## src/rtl/frame_buffer_coordinator.sv

```systemverilog
// Rotating frame-buffer manager: hands free buffers to the writer, tracks the latest completed
// frame and grants it to the host readout path so the writer and reader never share a buffer.
module frame_buffer_coordinator #(
    parameter int unsigned NUM_BUFFERS = 4,
    parameter logic [29:0] BASE_ADDR   = 30'h0,
    parameter logic [29:0] BUF_STRIDE  = 30'h0080_0000
) (
    input  logic        clk,
    input  logic        reset_clk,
    input  logic [31:0] frame_bytes,
    input  logic        wr_frame_start,
    input  logic        wr_frame_done,
    output logic [29:0] wr_addr,
    output logic        wr_buf_valid,
    input  logic        host_rd_request,
    input  logic        host_rd_done,
    output logic        readout_start,
    output logic [29:0] readout_addr,
    output logic [31:0] readout_count,
    output logic        readout_done,
    output logic        frame_ready,
    output logic        rd_busy,
    output logic [15:0] skip_count
);
    typedef enum logic [1:0] {BufFree, BufWriting, BufReady, BufReading} buf_state_e;
    typedef enum logic [1:0] {CtlIdle, CtlPend, CtlBusy} ctl_state_e;

    buf_state_e  buf_q [NUM_BUFFERS];
    buf_state_e  buf_d [NUM_BUFFERS];
    ctl_state_e  ctl_q, ctl_d;
    logic [29:0] wr_addr_q, wr_addr_d;
    logic [29:0] readout_addr_q, readout_addr_d;
    logic [31:0] readout_count_q, readout_count_d;
    logic [15:0] skip_count_q, skip_count_d;
    logic        wr_buf_valid_q, wr_buf_valid_d;
    logic        readout_start_q, readout_start_d;
    logic        readout_done_q, readout_done_d;
    logic        frame_ready_q, frame_ready_d;
    logic        rd_busy_q, rd_busy_d;

    logic was_writing, displaced, alloc_found, ready_found, grant_req;

    function automatic logic [29:0] buf_addr(input int idx);
        logic [29:0] idx30;
        idx30 = 30'(idx);
        return BASE_ADDR + idx30 * BUF_STRIDE;
    endfunction

    always_comb begin
        buf_d           = buf_q;
        ctl_d           = ctl_q;
        wr_addr_d       = wr_addr_q;
        readout_addr_d  = readout_addr_q;
        readout_count_d = readout_count_q;
        skip_count_d    = skip_count_q;
        readout_start_d = 1'b0;
        readout_done_d  = 1'b0;
        wr_buf_valid_d  = 1'b0;
        frame_ready_d   = 1'b0;
        rd_busy_d       = 1'b0;
        was_writing     = 1'b0;
        displaced       = 1'b0;
        alloc_found     = 1'b0;
        ready_found     = 1'b0;

        // Reader release goes first so its buffer can be reallocated this same cycle.
        if (ctl_q == CtlBusy && host_rd_done) begin
            for (int i = 0; i < int'(NUM_BUFFERS); i++) begin
                if (buf_d[i] == BufReading) buf_d[i] = BufFree;
            end
            readout_done_d = 1'b1;
            ctl_d          = CtlIdle;
        end

        for (int i = 0; i < int'(NUM_BUFFERS); i++) begin
            if (buf_q[i] == BufWriting) was_writing = 1'b1;
        end

        if (wr_frame_done && was_writing) begin
            for (int i = 0; i < int'(NUM_BUFFERS); i++) begin
                if (buf_d[i] == BufReady) begin
                    buf_d[i]  = BufFree;
                    displaced = 1'b1;
                end else if (buf_d[i] == BufWriting) begin
                    buf_d[i] = BufReady;
                end
            end
            if (displaced && skip_count_q != 16'hFFFF) skip_count_d = skip_count_q + 16'd1;
        end

        // A start while still writing restarts the same buffer: nothing to allocate.
        if (wr_frame_start && !(was_writing && !wr_frame_done)) begin
            for (int i = 0; i < int'(NUM_BUFFERS); i++) begin
                if (!alloc_found && buf_d[i] == BufFree) begin
                    alloc_found = 1'b1;
                    buf_d[i]    = BufWriting;
                    wr_addr_d   = buf_addr(i);
                end
            end
        end

        grant_req = (ctl_q == CtlIdle && host_rd_request) || ctl_q == CtlPend;
        if (grant_req) begin
            for (int i = 0; i < int'(NUM_BUFFERS); i++) begin
                if (buf_d[i] == BufReady) begin
                    ready_found    = 1'b1;
                    buf_d[i]       = BufReading;
                    readout_addr_d = buf_addr(i);
                end
            end
            if (ready_found) begin
                readout_count_d = frame_bytes;
                readout_start_d = 1'b1;
                ctl_d           = CtlBusy;
            end else begin
                ctl_d = CtlPend;
            end
        end

        for (int i = 0; i < int'(NUM_BUFFERS); i++) begin
            if (buf_d[i] == BufWriting) wr_buf_valid_d = 1'b1;
            if (buf_d[i] == BufReady)   frame_ready_d  = 1'b1;
            if (buf_d[i] == BufReading) rd_busy_d      = 1'b1;
        end
    end

    always_ff @(posedge clk) begin
        if (reset_clk) begin
            for (int i = 0; i < int'(NUM_BUFFERS); i++) buf_q[i] <= BufFree;
            ctl_q           <= CtlIdle;
            wr_addr_q       <= '0;
            readout_addr_q  <= '0;
            readout_count_q <= '0;
            skip_count_q    <= '0;
            wr_buf_valid_q  <= 1'b0;
            readout_start_q <= 1'b0;
            readout_done_q  <= 1'b0;
            frame_ready_q   <= 1'b0;
            rd_busy_q       <= 1'b0;
        end else begin
            buf_q           <= buf_d;
            ctl_q           <= ctl_d;
            wr_addr_q       <= wr_addr_d;
            readout_addr_q  <= readout_addr_d;
            readout_count_q <= readout_count_d;
            skip_count_q    <= skip_count_d;
            wr_buf_valid_q  <= wr_buf_valid_d;
            readout_start_q <= readout_start_d;
            readout_done_q  <= readout_done_d;
            frame_ready_q   <= frame_ready_d;
            rd_busy_q       <= rd_busy_d;
        end
    end

    assign wr_addr       = wr_addr_q;
    assign wr_buf_valid  = wr_buf_valid_q;
    assign readout_start = readout_start_q;
    assign readout_addr  = readout_addr_q;
    assign readout_count = readout_count_q;
    assign readout_done  = readout_done_q;
    assign frame_ready   = frame_ready_q;
    assign rd_busy       = rd_busy_q;
    assign skip_count    = skip_count_q;

endmodule

```

## config.mk

```make
export PLATFORM = sky130hd
export DESIGN_NAME = frame_buffer_coordinator
export DESIGN_NICKNAME = d
export VERILOG_FILES = /design/src/rtl/frame_buffer_coordinator.sv
export SDC_FILE = /design/constraint.sdc
export NUM_CORES = 1
export LEC_CHECK = 0
export ABC_AREA = 0
export BUFFER_PORTS_ARGS = -buffer_cell sky130_fd_sc_hd__buf_2
export CORE_MARGIN = 2
export CORE_UTILIZATION = 48
export CTS_CLUSTER_DIAMETER = 120
export DETAILED_ROUTE_END_ITERATION = 16
export GPL_ROUTABILITY_DRIVEN = 0
export PLACE_DENSITY_LB_ADDON = 0.3
export SKIP_CTS_REPAIR_TIMING = 1
export SYNTH_ARGS = -nofsm -noshare
export SYNTH_HDL_FRONTEND = slang
export SYNTH_SLANG_ARGS = --single-unit
export TNS_END_PERCENT = 50
```

## constraint.sdc

```tcl
create_clock -name clk -period 2.6 [get_ports clk]
set_input_delay 0.52 -clock clk [delete_from_list [all_inputs] [get_ports clk]]
set_output_delay 0.52 -clock clk [all_outputs]
set_load 0.05 [all_outputs]
```

Word-level counts from Yosys, hierarchy flattened:

Cells that the tools add are included.

* add/sub/neg operators: 1
* equal/unequal tests: 35
* bitwise gates (word level): 1
* reductions and logical operators: 28
* muxes and demuxes: 69

Operator list (number)
* $mux W30: 8
* $mux W2: 23
* $eq A2 B2 Y1 const B: 21
* $mux W1: 34
* $mux W8: 4
* $eq A2 B1 Y1 const B: 13
* $add A16 B1 Y16 const B: 1
* $ne A16 B16 Y1 const B: 1
* $logic_not A2 Y1: 5
* $logic_and A1 B1 Y1: 9
* $reduce_and A2 Y1: 4
* $reduce_bool A4 Y1: 2
* $logic_not A1 Y1: 5
* $reduce_bool A2 Y1: 1
* $reduce_or A2 Y1: 1
* $logic_or A1 B1 Y1: 1
* $not A1 Y1: 1

* output and inout port bits: 113
* register bits: 123
* bits of input ports: 38
* word-level logic and storage cells: 148

Depth between registers and ports, before layout:

* depth after elaboration: 30
* depth in mapped cells: 10
* mapped depth without buffers: 6

Worst setup path after synthesis:

OpenSTA, ideal clock, no wires.

* path kind: register to register
* start: register skip_count_q[3] (netlist: skip_count[3])
* end: register skip_count_q[12] (netlist: skip_count[12])
* clock period less this slack: 2.105 ns
* required time: 2.479 ns
* arrival time: 1.984 ns
* stages on the path, launching flop included: 6
* path buffers: 0
* setup slack: 0.495 ns
* library setup time: 0.121 ns
* cell sequence: dfxtp_1 nand4_1 nor4_1 nand3b_1 nor4_1 mux2_2

* cells in the longest elaborated chain, start to end: 3
* elaborated cells between the ends (all ways): 4
* those cells by class: add/sub (1); eq/ne (1); reduce/logical (2)

RTL lines
* start: declaration: RTL line 34 `logic [15:0] skip_count_q, skip_count_d;`
* start signal: assignment: RTL line 146 `skip_count_q <= skip_count_d;`
* branches (longest 3 deep; another with $add A16 B1 Y16)

Several ways; the timed one is not identified.
A chain may end at the register's enable or synchronous reset.

Worst setup path after layout:

* start: register buf_q[2] (netlist name)
* end: register readout_count_q[6] (netlist: readout_count[6])

* cells in the longest elaborated chain, start to end: 24
* elaborated cells between the ends (all ways): 46
* those cells by class: eq/ne (8); mux (23); reduce/logical (15)

RTL lines
* start: declaration: RTL line 28 `buf_state_e buf_q [NUM_BUFFERS];`
* start signal: assignment: RTL line 141 `buf_q <= buf_d;`
* $eq A2 B1 Y1: RTL line 76 `if (buf_q[i] == BufWriting) was_writing = 1'b1;`
* $mux W1 (2 in series): RTL line 76
* $logic_and A1 B1 Y1: RTL line 79 `if (wr_frame_done && was_writing) begin`
* $mux W8: RTL line 79
* $logic_not A2 Y1: RTL line 94 `if (!alloc_found && buf_d[i] == BufFree) begin`
* $mux W1: RTL line 94
* $mux W1: RTL line 92 `if (wr_frame_start && !(was_writing && !wr_frame_done)) begin`
* $logic_not A1 Y1: RTL line 94
* (+7 left out)
* $logic_not A1 Y1: RTL line 94
* $logic_and A1 B1 Y1: RTL line 94
* $mux W2: RTL line 94
* $mux W8 *: RTL line 92
* $eq A2 B2 Y1: RTL line 105 `if (buf_d[i] == BufReady) begin`
* $mux W1 *: RTL line 105
* $mux W1 *: RTL line 103 `if (grant_req) begin`
* $reduce_and A2 Y1 (no source line) *
* end signal: assignment: RTL line 145 `readout_count_q <= readout_count_d;`
* end: declaration: RTL line 33 `logic [31:0] readout_count_q, readout_count_d;`

Every way passes the cells marked *; elsewhere a longest branch is shown, timed or not. The select of a mux whose other input is x is not followed.

==> reports/results.ini <==
[synth]
synth_ff_type = dfxtp_1
ys_top_cells_by_area = dfxtp_1 38%, buf_4 12%, nand2_1 8.6%
ys_seq_area_frac = 0.375
netlist_area_um2 = 3570
asyncSetResetFlopFracSynth = 0
post_synth_inst_count = 451
synth.ff_latch_count = 67
yosysWarnings = 0
synth_edf_count = 0
synthDistinctLibCells = 55
synth_largest_area_cell = dfxtp_1
post-synth-top-area-fraction = 0.375
postSynthAreaPerCell_um2 = 7.93

[timing]
setup_viol_count_final = 0
slew_violations = 0
max_slew.worst_pin.slew_ns = 0.532
final.setup.tns_ns = 0
max_slew_margin_vs_limit = 0.641
post-route-min-period_ns = 2.24
rsz0062_at_grt = no
fmax_mhz = 447
timing.final.crit_share = 0.860
clock_skew_ns = 0.00977
timing.final.hold_violations = 0

[power_and_ir_drop]
share_comb_of_total_power = 0.386
power_report.internal_total_w = 0.00193
total_leakage_power_nw = 1.78
power_dissipated_by_switching_net_loads_w = 0.00150
report.power.total_w = 0.00343
reg_power_frac = 0.362
power_switching_share = 0.436
vdd.ir_drop.worst_uv = 422
pwr-share-clk = 0.252
pwr_density_cell_nw_per_um2 = 837

[final_layout]
most-common-layout-cells = 94 x buf_2, 82 x nand2_1, 67 x dfxtp_1, 56 x conb_1, 54 x a21oi_1
relative_area_change_from_synthesis_to_final_layout_pct = 14.5
instances_no_fill = 640
n_fill_cell = 696
insertedDiodeCount = 0
drive_gt1_frac = 0.244
fin_nets = 575
mostFrequentLayoutCell = buf_2
final_cell_area_um2 = 4090

[setup_path]
timing.critical_path.arrival_ns = 2.49
reg2reg_setup_slack_ns = 0.36
worst_r2r_startpoint = buf_q[2]
cp_num_buf_inv = 1
timing.critical_path.slowest_stage_cell = dfxtp_1
worstSetupPathType = flip-flop to flip-flop
cp_max_fo = 31
cp_slowest_stage_delay_ns = 0.47
worst_r2r_path_depth = 7
cp_data_required_time_ns = 2.85
crit_chain = nand2b_1 -> a41oi_2 -> a2bb2oi_2 -> a31o_1 -> buf_12 -> nand2_1 -> a21oi_1
worst_path_dominant_cell_family = compound AO/OA/AOI/OAI gates
crit-reg2reg-capture = readout_count[6]
capturing_element_type_of_the_critical_path = flip-flop
worstSetupStartpointType = flip-flop

[placed_design]
dp_cells = 624
port_buffers = 94
post-dp-hpwl_mm = 5.98
placed_cell_area_um2 = 3890

[drt]
drt_iter0_drc = 256
drt-total-wl_mm = 8.19
drt-vias-per-instance = 5.11
wl_per_cell_um = 12.8
drc = 0
antenna_left = 0
detailroute.via_count = 3268
drt_pre_antenna_iters = 5

[die]
io_pins = 151
core_area_um2 = 7210
fp-row-count = 31
initial_core_util = 0.495
die_height_um = 90.3
chip_width_um = 90.3
die_area_um2 = 8150

[global_routing]
grt_pass1_vias = 2835
grt_pass1_wl_mm = 13.5
number_of_antenna_violations_at_the_first_check_in_global_routing = 0
grt_max_degree = 33
gr-total-overflow = 0
all_layer_global_routing_usage = 0.199

[outcome]
outcome = complete, no violations

[clock_network]
clock-root-buffer = clkbuf_8
tritoncts = built
clk_latency_ns = 0.33
ctsLongestPathBuffers = 2
clk_pin_slew_worst_paths_ns = 0.08
clkSinkCount = 67
htree_levels = 3
cts_buffers = 9

[min_path]
timing.hold.worst_path_depth = 3
min_delay_worst_endpoint = readout_count[13]
hold_path_startpoint = frame_bytes[13]
min-delay-path-class = input pin to flip-flop

[flow_run]
max-cap-violations = 0

## power groups by stage
stage	sequential, W	clock [W]	combinational (W)
2_1_floorplan	0.00161	0	0.000767
3_3_place_gp	0.00126	0	0.00131
3_5_place_dp	0.00126	0	0.00132
4_1_cts	0.00124	0.000895	0.00132
5_1_grt	0.00126	0.000942	0.00142
6_report	0.00124	0.000864	0.00132
## final cells by class
| type | count | area [um2] | share of cell area |
|---|---|---|---|
| multi-input combinational | 348 | 1860 | 0.454 |
| clock inverter | 7 | 75.1 | 0.0183 |
| inverter | 9 | 33.8 | 0.00825 |
| sequential | 67 | 1340 | 0.328 |
| tap | 99 | 124 | 0.0303 |
| clock buffer | 9 | 124 | 0.0303 |
| timing repair buffer | 101 | 536 | 0.131 |
## registers in the layout (all words and copies together), names as in the netlist
signal / cells
rd_busy: 1
wr_addr: 2
readout_addr: 2
readout_start: 1
wr_buf_valid: 1
frame_ready: 1
ctl_q: 2
readout_count: 32
readout_done: 1
buf_q: 8
skip_count: 16
## cell families after synthesis
logic type,share of synthesized area
AO/OA/AOI/OAI,0.216
AND/OR/NAND/NOR,0.221
other,0.00105
adder cells (fa/ha/maj),0.00350
flip-flops,0.375
buffers and inverters,0.164
XOR/XNOR,0.00490
multiplexers,0.0147
## tightest hold or removal path, cell delays in order
cell and delay [ns]:
buf_2 0.09, nand2_1 0.04, a21oi_1 0.05
## metrics by stage
step / hold slack [ns] / worst slack (ns) / util
finish: 0.412 / 0.363 / 0.567
global route: 0.391 / 0.149 / 0.567
CTS: 0.393 / 0.374 / 0.567
detailed placement: 0.443 / 0.375 / 0.540
global placement: 0.439 / 0.390 / 0.540
floorplan: 0.499 / 0.495 / -
## synthesized netlist by cell type (5+ instances only)
library cell  count
or4_1             9
o21ai_0          18
nand2_1          82
nand2b_1         10
dfxtp_1          67
nand3_1          10
nor2_1           17
a31oi_1          10
a21oi_1          54
buf_4            57
nor2b_1           5
inv_1             9
clkbuf_1          9
o31ai_1           9
nand4_1           6
buf_2            13
## how the worst max path moves through the flow
stage	startpoint	endpoint	depth (start not counted)
floorplan	skip_count[3]	skip_count[12]	5
global placement	host_rd_done	rd_busy	7
detailed placement	host_rd_done	rd_busy	7
CTS	buf_q[2]	readout_count[18]	7
global route	buf_q[2]	readout_count[9]	7
finish	buf_q[2]	readout_count[6]	7
## routing by layer
layer / global-route usage / wire [um]
met5: 0 / 0
met4: 0.0962 / 193
met3: 0.0392 / 531
met2: 0.331 / 3960
met1: 0.248 / 3510
Note: power is estimated with default switching activity, not from simulation.
